File: config.mk
export PLATFORM = sky130hd
export DESIGN_NAME = spi_xfer_arb_flat
export DESIGN_NICKNAME = d
export VERILOG_FILES = /design/src/rtl/spi_xfer_arb_if.sv /design/src/rtl/spi_xfer_arb.sv /design/src/flat_wrapper.sv
export SDC_FILE = /design/constraint.sdc
export NUM_CORES = 1
export LEC_CHECK = 0
export ABC_AREA = 1
export BUFFER_PORTS_ARGS = -buffer_cell sky130_fd_sc_hd__buf_2
export CORE_MARGIN = 1.5
export CORE_UTILIZATION = 46
export DETAILED_ROUTE_END_ITERATION = 8
export PLACE_DENSITY = 0.79
export SLEW_MARGIN = 20
export SYNTH_ARGS = -nofsm -noshare
export SYNTH_HDL_FRONTEND = slang
export SYNTH_SLANG_ARGS = --single-unit
File: constraint.sdc
create_clock -name clk -period 1.87 [get_ports clk]
set_clock_uncertainty 0.1 [all_clocks]
set_input_delay 0.2805 -clock clk [delete_from_list [all_inputs] [get_ports clk]]
set_output_delay 0.2805 -clock clk [all_outputs]
set_load 0.02 [all_outputs]
File: src/rtl/spi_xfer_arb_if.sv
// Bundle between the SPI transfer arbiter, its requesters and the attached spi_core.
// The arbiter uses the master modport; requesters and the core model sit on slave.
interface spi_xfer_arb_if #(
    parameter int DWIDTH = 8,
    parameter int NREQ   = 2
);
    logic [NREQ-1:0]        req;
    logic [NREQ-1:0]        last;
    logic [NREQ*DWIDTH-1:0] wdata;
    logic [NREQ-1:0]        ack;
    logic [NREQ-1:0]        rvalid;
    logic [DWIDTH-1:0]      rdata;
    logic [NREQ-1:0]        ssel_n;
    logic                   core_cs;
    logic                   core_wr;
    logic                   core_rd;
    logic [DWIDTH-1:0]      core_din;
    logic [DWIDTH-1:0]      core_dout;
    logic                   core_done;

    modport master (
        input  req, last, wdata, core_dout, core_done,
        output ack, rvalid, rdata, ssel_n, core_cs, core_wr, core_rd, core_din
    );

    modport slave (
        output req, last, wdata, core_dout, core_done,
        input  ack, rvalid, rdata, ssel_n, core_cs, core_wr, core_rd, core_din
    );
endinterface

File: src/rtl/spi_xfer_arb.sv
// Round-robin arbiter sharing one spi_core among NREQ burst requesters, each with its
// own slave select framed by CS_GAP cycles of setup and hold.
module spi_xfer_arb #(
    parameter int DWIDTH = 8,
    parameter int NREQ   = 2,
    parameter int CS_GAP = 3
) (
    input logic            clk,
    input logic            rst,
    spi_xfer_arb_if.master bus
);
    localparam int GW = (NREQ > 1) ? $clog2(NREQ) : 1;

    typedef enum logic [2:0] {IDLE, SETUP, START, BUSY, DRAIN, HOLD} state_e;

    state_e            state_q, state_d;
    logic [GW-1:0]     grant_q, grant_d;
    logic [GW-1:0]     rr_ptr_q, rr_ptr_d;
    logic [3:0]        cnt_q, cnt_d;
    logic              last_q, last_d;
    logic [NREQ-1:0]   ssel_n_q, ssel_n_d;
    logic [NREQ-1:0]   rvalid_q, rvalid_d;
    logic [DWIDTH-1:0] rdata_q, rdata_d;
    logic [NREQ-1:0]   grant_oh;
    logic [GW-1:0]     pick;
    logic              found;
    int                idx;

    assign grant_oh = NREQ'(1) << grant_q;

    // First requester at or after rr_ptr, wrapping past NREQ-1 back to 0.
    always_comb begin
        found = 1'b0;
        pick  = rr_ptr_q;
        idx   = 0;
        for (int k = 0; k < NREQ; k++) begin
            idx = int'(rr_ptr_q) + k;
            if (idx >= NREQ) idx = idx - NREQ;
            if (!found && bus.req[idx[GW-1:0]]) begin
                found = 1'b1;
                pick  = idx[GW-1:0];
            end
        end
    end

    always_ff @(posedge clk or negedge rst) begin
        if (!rst) begin
            state_q  <= IDLE;
            grant_q  <= '0;
            rr_ptr_q <= '0;
            cnt_q    <= '0;
            last_q   <= 1'b0;
            ssel_n_q <= '1;
            rvalid_q <= '0;
            rdata_q  <= '0;
        end else begin
            state_q  <= state_d;
            grant_q  <= grant_d;
            rr_ptr_q <= rr_ptr_d;
            cnt_q    <= cnt_d;
            last_q   <= last_d;
            ssel_n_q <= ssel_n_d;
            rvalid_q <= rvalid_d;
            rdata_q  <= rdata_d;
        end
    end

    always_comb begin
        state_d  = state_q;
        grant_d  = grant_q;
        rr_ptr_d = rr_ptr_q;
        cnt_d    = cnt_q;
        last_d   = last_q;
        ssel_n_d = ssel_n_q;
        rvalid_d = '0;
        rdata_d  = rdata_q;
        unique case (state_q)
            IDLE: if (found) begin
                grant_d  = pick;
                ssel_n_d = ~(NREQ'(1) << pick);
                cnt_d    = 4'(CS_GAP);
                state_d  = SETUP;
            end
            SETUP: begin
                // Counter parks at 0 if the core is still busy with someone else's tail.
                cnt_d = (cnt_q != 4'd0) ? cnt_q - 4'd1 : 4'd0;
                if (cnt_q <= 4'd1 && bus.core_done) state_d = START;
            end
            START: begin
                last_d  = bus.last[grant_q];
                state_d = BUSY;
            end
            BUSY: if (!bus.core_done) state_d = DRAIN;
            DRAIN: if (bus.core_done) begin
                rdata_d  = bus.core_dout;
                rvalid_d = grant_oh;
                // A dropped request ends the burst after the byte in flight.
                if (!last_q && bus.req[grant_q]) begin
                    state_d = START;
                end else begin
                    cnt_d   = 4'(CS_GAP);
                    state_d = HOLD;
                end
            end
            HOLD: begin
                cnt_d = (cnt_q != 4'd0) ? cnt_q - 4'd1 : 4'd0;
                if (cnt_q <= 4'd1) begin
                    ssel_n_d = '1;
                    rr_ptr_d = (grant_q == GW'(NREQ - 1)) ? '0 : grant_q + 1'b1;
                    state_d  = IDLE;
                end
            end
            default: state_d = IDLE;
        endcase
    end

    always_comb begin
        bus.ack      = '0;
        bus.core_cs  = 1'b0;
        bus.core_wr  = 1'b0;
        bus.core_din = '0;
        if (state_q == START) begin
            bus.ack      = grant_oh;
            bus.core_cs  = 1'b1;
            bus.core_wr  = 1'b1;
            bus.core_din = bus.wdata[int'(grant_q)*DWIDTH +: DWIDTH];
        end
    end

    assign bus.core_rd = 1'b0;
    assign bus.rvalid  = rvalid_q;
    assign bus.rdata   = rdata_q;
    assign bus.ssel_n  = ssel_n_q;
endmodule

File: src/flat_wrapper.sv
// flat-port wrapper written by rule: the top's interface ports become plain ports
module spi_xfer_arb_flat 
#(
    parameter int DWIDTH = 8,
    parameter int NREQ   = 2,
    parameter int CS_GAP = 3
)
  (clk, rst, bus_req, bus_last, bus_wdata, bus_core_dout, bus_core_done, bus_ack, bus_rvalid, bus_rdata, bus_ssel_n, bus_core_cs, bus_core_wr, bus_core_rd, bus_core_din);
  spi_xfer_arb_if #(.DWIDTH(DWIDTH), .NREQ(NREQ)) bus_i ();
  input logic clk;
  input logic rst;
  input wire logic [$bits(bus_i.req)-1:0] bus_req;
  input wire logic [$bits(bus_i.last)-1:0] bus_last;
  input wire logic [$bits(bus_i.wdata)-1:0] bus_wdata;
  input wire logic [$bits(bus_i.core_dout)-1:0] bus_core_dout;
  input wire logic [$bits(bus_i.core_done)-1:0] bus_core_done;
  output wire logic [$bits(bus_i.ack)-1:0] bus_ack;
  output wire logic [$bits(bus_i.rvalid)-1:0] bus_rvalid;
  output wire logic [$bits(bus_i.rdata)-1:0] bus_rdata;
  output wire logic [$bits(bus_i.ssel_n)-1:0] bus_ssel_n;
  output wire logic [$bits(bus_i.core_cs)-1:0] bus_core_cs;
  output wire logic [$bits(bus_i.core_wr)-1:0] bus_core_wr;
  output wire logic [$bits(bus_i.core_rd)-1:0] bus_core_rd;
  output wire logic [$bits(bus_i.core_din)-1:0] bus_core_din;
  assign bus_i.req = bus_req;
  assign bus_i.last = bus_last;
  assign bus_i.wdata = bus_wdata;
  assign bus_i.core_dout = bus_core_dout;
  assign bus_i.core_done = bus_core_done;
  assign bus_ack = bus_i.ack;
  assign bus_rvalid = bus_i.rvalid;
  assign bus_rdata = bus_i.rdata;
  assign bus_ssel_n = bus_i.ssel_n;
  assign bus_core_cs = bus_i.core_cs;
  assign bus_core_wr = bus_i.core_wr;
  assign bus_core_rd = bus_i.core_rd;
  assign bus_core_din = bus_i.core_din;
  spi_xfer_arb #(.DWIDTH(DWIDTH), .NREQ(NREQ), .CS_GAP(CS_GAP)) u_core (.clk(clk), .rst(rst), .bus(bus_i));
endmodule
==> results of run 1 <==
registers in the layout, summed over array words and instances (netlist names):
signal	cells
u_core.last_q	1
u_core.bus.rvalid	2
u_core.state_q	3
u_core.grant_q	1
u_core.cnt_q	4
u_core.bus.rdata	8
u_core.bus.ssel_n	2
u_core.rr_ptr_q	1
final timing paths:
check                                                         to  depth (start not counted)                       startpoint  slack [ns]
min in group asynchronous        u_core.bus.rdata[0]$_DFFE_PN0P_                          2                              rst        0.35
max in group asynchronous       u_core.bus.ssel_n[0]$_DFFE_PN1P_                          2                              rst        0.97
worst max register to register     u_core.state_q[1]$_DFFE_PN0P_                          6    u_core.state_q[1]$_DFFE_PN0P_        0.23
worst max-delay path                             bus_core_din[6]                          6    u_core.state_q[2]$_DFFE_PN0P_       0.001
worst min-delay path             u_core.bus.rdata[5]$_DFFE_PN0P_                          3                 bus_core_dout[5]         0.1
worst min register to register   u_core.bus.rdata[3]$_DFFE_PN0P_                          2  u_core.bus.rdata[3]$_DFFE_PN0P_        0.39
worst max-delay path: stages (launching register included):
cell and delay, ns:
dfrtp_2 0.45, inv_4 0.07, nand3_4 0.09, nor2_4 0.17, buf_6 0.14, a22o_1 0.15
buf_6 0.12
area by class of cell:
cell class,count,share of cell area [%]
clock buffer,3,1.29
clock inverter,1,1.72
inverter,17,4.15
multi-input combinational,113,34.8
sequential,22,31.7
tap,30,2.14
timing repair buffer,65,23.7
timing repair inverter,1,0.429
through the flow:
| step | hold WS (ns) | cells |
|---|---|---|
| finish | 0.0988 | 252 |
| global route | 0.0871 | 252 |
| CTS | 0.0898 | 247 |
| detailed placement | 0.167 | 238 |
| global placement | 0.167 | 238 |
| floorplan | -0.115 | 156 |
kinds of logic (layout without fill, tap and decap cells):
family / count (synthesis) / after routing / synth area share [%]
DFF: 22 / 22 / 44.6
AOI/OAI and AO/OA: 21 / 21 / 11.8
and+or+nand+nor: 91 / 91 / 35.8
buffers and inverters: 21 / 87 / 7.47
other: 1 / 1 / 0.302
power by group:
part           switching (mW)  internal [mW]
Sequential              0.142          0.684
Combinational           0.919          0.579
Clock                   0.150          0.217
what timing repair did:
action	in CTS	in global routing
endpoints found under the hold margin	20	0
buffers inserted	3	5
hold buffers	1	0
gates resized for setup	7	23
setup endpoints to repair	10	8
pin swaps	0	7
cloned	1	0
routing by layer:
| metal | up-vias | share of wire, % | routed length [um] | track usage [%] |
|---|---|---|---|---|
| li1 | 646 | - | - | - |
| met1 | 640 | 37 | 1280 | 27.6 |
| met2 | 60 | 54 | 1870 | 41.1 |
| met3 | 5 | 8.3 | 289 | 2.69 |
| met4 | 0 | 1.4 | 48 | 10.6 |
| met5 | - | 0 | 0 | 0 |
cell usage in the layout (no fill, tap or decap), types with 2 or more instances in the layout:
cell      synthesis  final
dfrtp_2           0      2
dfrtp_1          20     18
nor2_1            9      9
inv_1            11     11
inv_4             0      3
dfstp_2           2      2
nand3_1          17     17
nand3b_1          2      2
clkbuf_4          0      3
nand2_2           5      5
nor2_4            2      2
buf_4             3      9
inv_2             5      2
nand2_1          46     45
o211ai_1          2      2
nand2_4           1      2
a22o_1            8      8
buf_6             0     10
nor2_2            2      2
buf_2             1     45
nand4_1           3      3
o21ai_0           3      3
a21oi_1           5      5
==> impl_metrics.env, run 1 <==
export IMPL_status="finished clean"
export IMPL_hold_violations=0
export IMPL_die_h_um=54.9
export IMPL_num_antenna_cells=0
export IMPL_synthTopCellsByCount="nand2_1 (46), dfrtp_1 (20), nand3_1 (17)"
export IMPL_cts_tree="done"
export IMPL_via_count=1351
export IMPL_wl_per_cell_um=13.8
export IMPL_ios=56
export IMPL_cts_root_buf="clkbuf_4"
export IMPL_drive_gt1_share_pct=41.9
export IMPL_clkSinkCount=22
export IMPL_via_per_inst=5.36
export IMPL_grt_pass1_vias=1084
export IMPL_maxCapViolCount=0
export IMPL_utilization_pct=69.4
export IMPL_path_class="flop to output port"
export IMPL_p_per_area_nw_per_um2=1540
export IMPL_ys_seq_elements=22
export IMPL_setup_viol=0
export IMPL_yosysTopAreaCellShare_pct=40.4
export IMPL_grt_start_max_net_pins=23
export IMPL_place_congestion=0.832
export IMPL_drt_initial_drc_count=39
export IMPL_die_w_um=54.9
export IMPL_synth_seq_area_share_pct=44.6
export IMPL_clk_pin_slew_ns=0.13
export IMPL_clock_path_buffers=2
export IMPL_synth_async_reset_ratio_pct=100
export IMPL_ant_nets=0
export IMPL_fmax_ghz=0.535
export IMPL_startpoint_type="flop"
export IMPL_finalMaxSlewViolations=0
export IMPL_fin_ws_ns=0.00126
export IMPL_grt_usage_pct=23.0
export IMPL_grt_pass1_wl_um=4780
export IMPL_syn_area_per_cell_um2=7.95
export IMPL_ys_top_cells_by_area="dfrtp_1 (40%), nand2_1 (14%), nand3_1 (6.9%)"
export IMPL_total_power_mw=2.69
export IMPL_place_ws_ns=0.134
export IMPL_placed_cell_area_um2=1540
export IMPL_cp_end_kind="output port"
export IMPL_ys_flop_type="dfrtp_1"
export IMPL_finalNetCount=254
export IMPL_ir_drop_uv=926
export IMPL_num_rows=18
export IMPL_rsz0062_at_grt="true"
export IMPL_synth_nets=187
export IMPL_nFillCells=213
export IMPL_core_area_um2=2520
export IMPL_arrival_ns=1.49
export IMPL_power_leakage_nw=0.990
export IMPL_syn_cell_area_um2=1240
export IMPL_fin_crit_ns=1.87
export IMPL_worstSkewPairLatency_ns=0.31
export IMPL_cp_required_ns=1.49
export IMPL_design_area_um2=1750
export IMPL_seqCellArea_um2=556
export IMPL_dieArea_um2=3020
export IMPL_antenna_found_initial=0
export IMPL_synth_distinct_cells=27
export IMPL_start_util_pct=49.2
export IMPL_fin_crit_sh_pct=99.9
export IMPL_htreeDepth=1
export IMPL_fin_setup_tns_ns=0
export IMPL_multi_input_area_um2=609
export IMPL_ys_warn_count=0
export IMPL_hold_path_class="input pin to flop"
export IMPL_synth_most_common_cell="nand2_1"
export IMPL_first_pass_iters=4
export IMPL_synth_edf_count=0
export IMPL_dp_hpwl_um=2480
export IMPL_drc=0
export IMPL_synth_cells=156
export IMPL_cp_max_fo=4
export IMPL_gr_total_overflow=0
export IMPL_drt_wl_total_um=3490
export IMPL_numCtsBuffers=3
export IMPL_areaGrowthSynthToFinish_pct=41.2
export IMPL_io_buffers=54
export IMPL_synth_largest_area_cell="dfrtp_1"
(Power assumes the default switching activity.)
==> run 2: changes to the inputs <==
==> constraint.sdc (replaced) <==
create_clock -name clk -period 1.87 [get_ports clk]
set_clock_uncertainty 0.1 [all_clocks]
set_input_delay 0.187 -clock clk [delete_from_list [all_inputs] [get_ports clk]]
set_output_delay 0.187 -clock clk [all_outputs]
set_load 0.02 [all_outputs]
==> impl_metrics.env, run 2 (synthesized netlist as in run 1, its figures left out) <==
export IMPL_startpoint_type="flop"
export IMPL_clkSinkCount=22
export IMPL_num_antenna_cells=0
export IMPL_fin_cells=252
export IMPL_combPwrFrac_pct=53.1
export IMPL_antenna_found_initial=0
export IMPL_grt_usage_pct=23.0
export IMPL_wl_per_cell_um=13.0
export IMPL_clock_path_buffers=2
export IMPL_fin_ws_ns=0.0952
export IMPL_drc=0
export IMPL_seqPwrFrac_pct=32.4
export IMPL_finalNetCount=254
export IMPL_fin_crit_sh_pct=94.9
export IMPL_numCtsBuffers=3
export IMPL_dp_hpwl_um=2410
export IMPL_place_congestion=0.825
export IMPL_wl_met2_um=1730
export IMPL_utilization_pct=67.2
export IMPL_p_per_area_nw_per_um2=1510
export IMPL_wl_met3_um=293
export IMPL_p_sw_mw=1.16
export IMPL_top_layer_used="met4"
export IMPL_areaGrowthSynthToFinish_pct=36.6
export IMPL_placed_cell_area_um2=1530
export IMPL_cp_end_kind="output port"
export IMPL_gr_total_overflow=0
export IMPL_hold_violations=0
export IMPL_dieArea_um2=3020
export IMPL_via_per_inst=5.21
export IMPL_layout_commonest_cell="buf_2"
export IMPL_drt_wl_total_um=3270
export IMPL_core_area_um2=2520
export IMPL_num_rows=18
export IMPL_status="finished clean"
export IMPL_arrival_ns=1.49
export IMPL_hold_path_class="input pin to flop"
export IMPL_setup_viol=0
export IMPL_fin_crit_ns=1.77
export IMPL_cts_root_buf="clkbuf_4"
export IMPL_maxCapViolCount=0
export IMPL_io_buffers=54
export IMPL_grt_start_max_net_pins=23
export IMPL_wl_met1_um=1230
export IMPL_power_leakage_nw=0.967
export IMPL_die_h_um=54.9
export IMPL_drive_gt1_share_pct=40.1
export IMPL_nFillCells=213
export IMPL_rsz0062_at_grt="false"
export IMPL_placedCellCount=237
export IMPL_layout_common_cells="buf_2 (54), nand2_1 (45), nand3_1 (17), dfrtp_1 (17), inv_1 (11)"
export IMPL_swShare_pct=45.2
export IMPL_ios=56
export IMPL_start_util_pct=49.2
export IMPL_path_class="flop to output port"
export IMPL_finalMaxSlewViolations=0
export IMPL_clockPowerShare_pct=14.5
export IMPL_fmax_ghz=0.563
export IMPL_htreeDepth=1
export IMPL_largest_reg_flops=8
export IMPL_ant_nets=0
export IMPL_fin_setup_tns_ns=0
export IMPL_grt_pass1_vias=1080
export IMPL_via_count=1312
export IMPL_grt_pass1_wl_um=4850
export IMPL_drt_initial_drc_count=28
export IMPL_p_int_mw=1.40
export IMPL_first_pass_iters=4
export IMPL_ir_drop_uv=892
export IMPL_die_w_um=54.9
export IMPL_design_area_um2=1690
export IMPL_worstSkewPairLatency_ns=0.31
export IMPL_cp_max_fo=5
export IMPL_place_ws_ns=0.233
export IMPL_cts_tree="done"
export IMPL_clk_pin_slew_ns=0.13
export IMPL_cp_required_ns=1.58
run 2: power groups by stage:
| stage | clock network (mW) | logic [mW] | registers [mW] |
|---|---|---|---|
| after floorplan | 0 | 0.780 | 0.975 |
| after global placement | 0 | 1.20 | 0.856 |
| after detailed placement | 0 | 1.23 | 0.872 |
| after CTS | 0.378 | 1.36 | 0.826 |
| after global routing | 0.394 | 1.53 | 0.852 |
| final | 0.371 | 1.36 | 0.829 |
run 2: stage by stage:
stage / total power [mW] / hold slack, ns
final: 2.56 / 0.00344
after global routing: 2.78 / 0.00525
after detailed placement: 2.10 / 0.0755
after CTS: 2.56 / 0.00285
after global placement: 2.05 / 0.0741
after floorplan: 1.75 / -0.209
run 2: critical path: stages (launching register included):
cell	delay, ns
dfrtp_2	0.45
nand3_4	0.11
inv_2	0.06
nand2_2	0.09
clkinvlp_4	0.13
a22o_1	0.18
buf_2	0.15
run 2: routing by layer:
metal / track usage (%) / vias to the layer above
met5: 0 / -
met2: 41.1 / 64
met1: 28.1 / 598
li1: - / 648
met3: 3.76 / 2
met4: 7.72 / 0
run 2: worst paths after layout:
kind,startpoint,end,slack [ns],cells past startpoint
worst max-delay path,u_core.state_q[1]$_DFFE_PN0P_,bus_core_din[5],0.1,6
worst min-delay path,bus_last[1],u_core.last_q$_DFFE_PN0P_,0.003,3
worst max register to register,u_core.state_q[1]$_DFFE_PN0P_,u_core.cnt_q[0]$_DFFE_PN0P_,0.29,6
worst min register to register,u_core.bus.rdata[4]$_DFFE_PN0P_,u_core.bus.rdata[4]$_DFFE_PN0P_,0.38,2
max in group asynchronous,rst,u_core.state_q[2]$_DFFE_PN0P_,1.07,2
min in group asynchronous,rst,u_core.bus.rdata[3]$_DFFE_PN0P_,0.24,2
run 2: layout make-up:
| class | instances | area, um^2 | share of cell area (%) |
|---|---|---|---|
| Clock buffer | 3 | 22.5 | 1.33 |
| Clock inverter | 1 | 30.0 | 1.77 |
| Inverter | 17 | 67.6 | 3.99 |
| Multi-Input combinational cell | 113 | 604 | 35.7 |
| Sequential cell | 22 | 557 | 32.9 |
| Tap cell | 30 | 37.5 | 2.22 |
| Timing Repair Buffer | 65 | 368 | 21.7 |
| Timing Repair inverter | 1 | 7.51 | 0.443 |
run 2: timing repair:
| action | CTS | global route |
|---|---|---|
| gates resized for setup | 6 | 1 |
| pin swaps | 0 | 0 |
| endpoints found under the hold margin | 25 | 0 |
| gates cloned | 1 | 0 |
| hold buffers | 6 | 0 |
| buffers inserted | 4 | 0 |
| endpoints found under the setup margin | 9 | 8 |
==> run 3: changes to the inputs <==
--- a/config.mk
+++ b/config.mk
@@ -6,11 +6,11 @@
 export NUM_CORES = 1
 export LEC_CHECK = 0
 export ABC_AREA = 1
-export BUFFER_PORTS_ARGS = -buffer_cell sky130_fd_sc_hd__buf_2
 export CORE_MARGIN = 1.5
-export CORE_UTILIZATION = 46
+export CORE_UTILIZATION = 55
 export DETAILED_ROUTE_END_ITERATION = 8
-export PLACE_DENSITY = 0.79
+export DONT_BUFFER_PORTS = 1
+export PLACE_DENSITY = 0.7
 export SLEW_MARGIN = 20
 export SYNTH_ARGS = -nofsm -noshare
 export SYNTH_HDL_FRONTEND = slang
==> impl_metrics.env, run 3 (synthesized netlist as in run 1, its figures left out) <==
export IMPL_startpoint_type="flop"
export IMPL_clock_path_buffers=2
export IMPL_cp_required_ns=1.58
export IMPL_fin_crit_ns=1.82
export IMPL_worstSkewPairLatency_ns=0.32
export IMPL_dp_hpwl_um=2070
export IMPL_finalNetCount=216
export IMPL_io_buffers=0
export IMPL_status="finished clean"
export IMPL_total_power_mw=2.53
export IMPL_antenna_found_initial=0
export IMPL_ant_nets=0
export IMPL_via_count=1220
export IMPL_place_congestion=0.843
export IMPL_start_util_pct=57.2
export IMPL_slowest_stage="dfrtp_2"
export IMPL_die_h_um=50.5
export IMPL_cp_max_fo=7
export IMPL_hold_path_class="input pin to flop"
export IMPL_first_pass_iters=6
export IMPL_gr_total_overflow=0
export IMPL_numCtsBuffers=3
export IMPL_grt_usage_pct=28.9
export IMPL_ios=56
export IMPL_arrival_ns=1.54
export IMPL_layout_common_cells="nand2_1 (45), dlygate4sd3_1 (19), nand3_1 (17), dfrtp_1 (17), inv_1 (11)"
export IMPL_hold_violations=0
export IMPL_num_antenna_cells=0
export IMPL_wl_per_cell_um=17.1
export IMPL_layout_commonest_cell="nand2_1"
export IMPL_fmax_ghz=0.548
export IMPL_clockPowerShare_pct=14.7
export IMPL_finalMaxSlewViolations=0
export IMPL_p_int_mw=1.34
export IMPL_dieArea_um2=2550
export IMPL_p_per_area_nw_per_um2=1530
export IMPL_power_leakage_nw=0.827
export IMPL_grt_start_max_net_pins=23
export IMPL_nFillCells=159
export IMPL_p_sw_mw=1.18
export IMPL_cts_root_buf="clkbuf_4"
export IMPL_num_rows=17
export IMPL_core_area_um2=2170
export IMPL_die_w_um=50.5
export IMPL_grt_pass1_wl_um=5380
export IMPL_startpoint="u_core.state_q[2]$_DFFE_PN0P_"
export IMPL_placed_cell_area_um2=1260
export IMPL_setup_viol=0
export IMPL_slowest_delay_ns=0.42
export IMPL_path_class="flop to output port"
export IMPL_fin_crit_sh_pct=97.5
export IMPL_crit_reg2reg_launch="u_core.state_q[1]$_DFFE_PN0P_"
export IMPL_timing_hold_ws_ns=0.0147
export IMPL_crit_chain="clkinv_4, nand3_4, inv_2, nand2_2, clkinv_4, a22o_4"
export IMPL_combPwrFrac_pct=44.8
export IMPL_drt_wl_total_um=3620
export IMPL_areaGrowthSynthToFinish_pct=32.7
export IMPL_htreeDepth=1
export IMPL_cts_tree="done"
export IMPL_drc=0
export IMPL_drt_initial_drc_count=30
export IMPL_cp_end_kind="output port"
export IMPL_clkSinkCount=22
export IMPL_largest_reg_flops=8
export IMPL_hold_start="bus_core_done"
export IMPL_drive_gt1_share_pct=25.0
export IMPL_via_per_inst=5.75
export IMPL_ir_drop_uv=1140
export IMPL_swShare_pct=46.9
export IMPL_grt_pass1_vias=1192
export IMPL_design_area_um2=1650
export IMPL_crit_top_cell="clkinv_4"
export IMPL_clk_pin_slew_ns=0.13
export IMPL_seqPwrFrac_pct=40.6
export IMPL_maxCapViolCount=0
==> run 3: cell count changes in the layout (fill, tap and decap cells not counted) <==
cell,change
buf_4,+1
dlygate4sd3_1,+13
nor2_2,+1
clkinv_2,+1
clkinv_4,+2
buf_2,-53
inv_4,-1
a22o_1,-8
a22o_4,+8
inv_2,-1
clkinvlp_4,-1
==> run 3: routing by layer <==
metal  GRT usage, %  vias up  part of all wire [%]  routed length [um]
met2           51.1       55                    51                1860
met1           30.7      575                    36                1310
li1               -      574                     -                   -
met4           14.0        0                   4.8                 173
met5              0        -                     0                   0
met3           9.52       16                   7.7                 280
==> run 3: worst max-delay path: cells and delay by family, from the launching register on <==
family          cells  cell delay [ns]
compound gates      1             0.28
buf+inv             3             0.30
flops               1             0.42
simple gates        2             0.23
==> run 3: power by group through the flow <==
stage	sequential (mW)	clock (mW)	combinational, mW
floorplan	0.975	0	0.780
global route	1.05	0.389	1.25
detailed placement	1.02	0	0.913
CTS	1.02	0.376	1.04
global placement	1.01	0	0.875
finish	1.02	0.370	1.13
==> run 3: layout make-up <==
type / count / area, um^2 / area share (%)
multi-input cells: 114 / 681 / 41.4
flip-flops and latches: 22 / 557 / 33.8
repair buffers: 26 / 240 / 14.6
inverters: 17 / 75.1 / 4.56
well taps: 28 / 35.0 / 2.13
clock inverters: 1 / 30.0 / 1.83
clock buffers: 3 / 22.5 / 1.37
repair inverters: 1 / 5.00 / 0.304
==> run 3: what timing repair did <==
item	in CTS	in global routing
hold buffers	19	1
pin swaps	4	3
resized for setup	15	5
setup buffers	1	3
setup endpoints to repair	8	15
hold endpoints to repair	31	20
cloned	1	1
==> run 3: worst paths after layout <==
kind,to,cells after the start,slack (ns)
worst max-delay path,bus_core_din[4],6,0.05
worst min-delay path,u_core.state_q[1]$_DFFE_PN0P_,2,0.01
worst max register to register,u_core.bus.rdata[0]$_DFFE_PN0P_,5,0.06
worst min register to register,u_core.bus.ssel_n[1]$_DFFE_PN1P_,2,0.44
max in group asynchronous,u_core.state_q[0]$_DFFE_PN0P_,2,1.06
min in group asynchronous,u_core.cnt_q[2]$_DFFE_PN0P_,2,0.25
==> run 3: per-stage QoR <==
stage,setup TNS [ns],util [%],cells,setup slack (ns)
floorplan,0,-,156,0.224
global placement,0,58.2,182,0.263
detailed placement,0,58.2,182,0.208
CTS,0,73.9,207,0.0154
global route,-0.0424,75.8,212,-0.0119
finish,0,75.8,212,0.0459
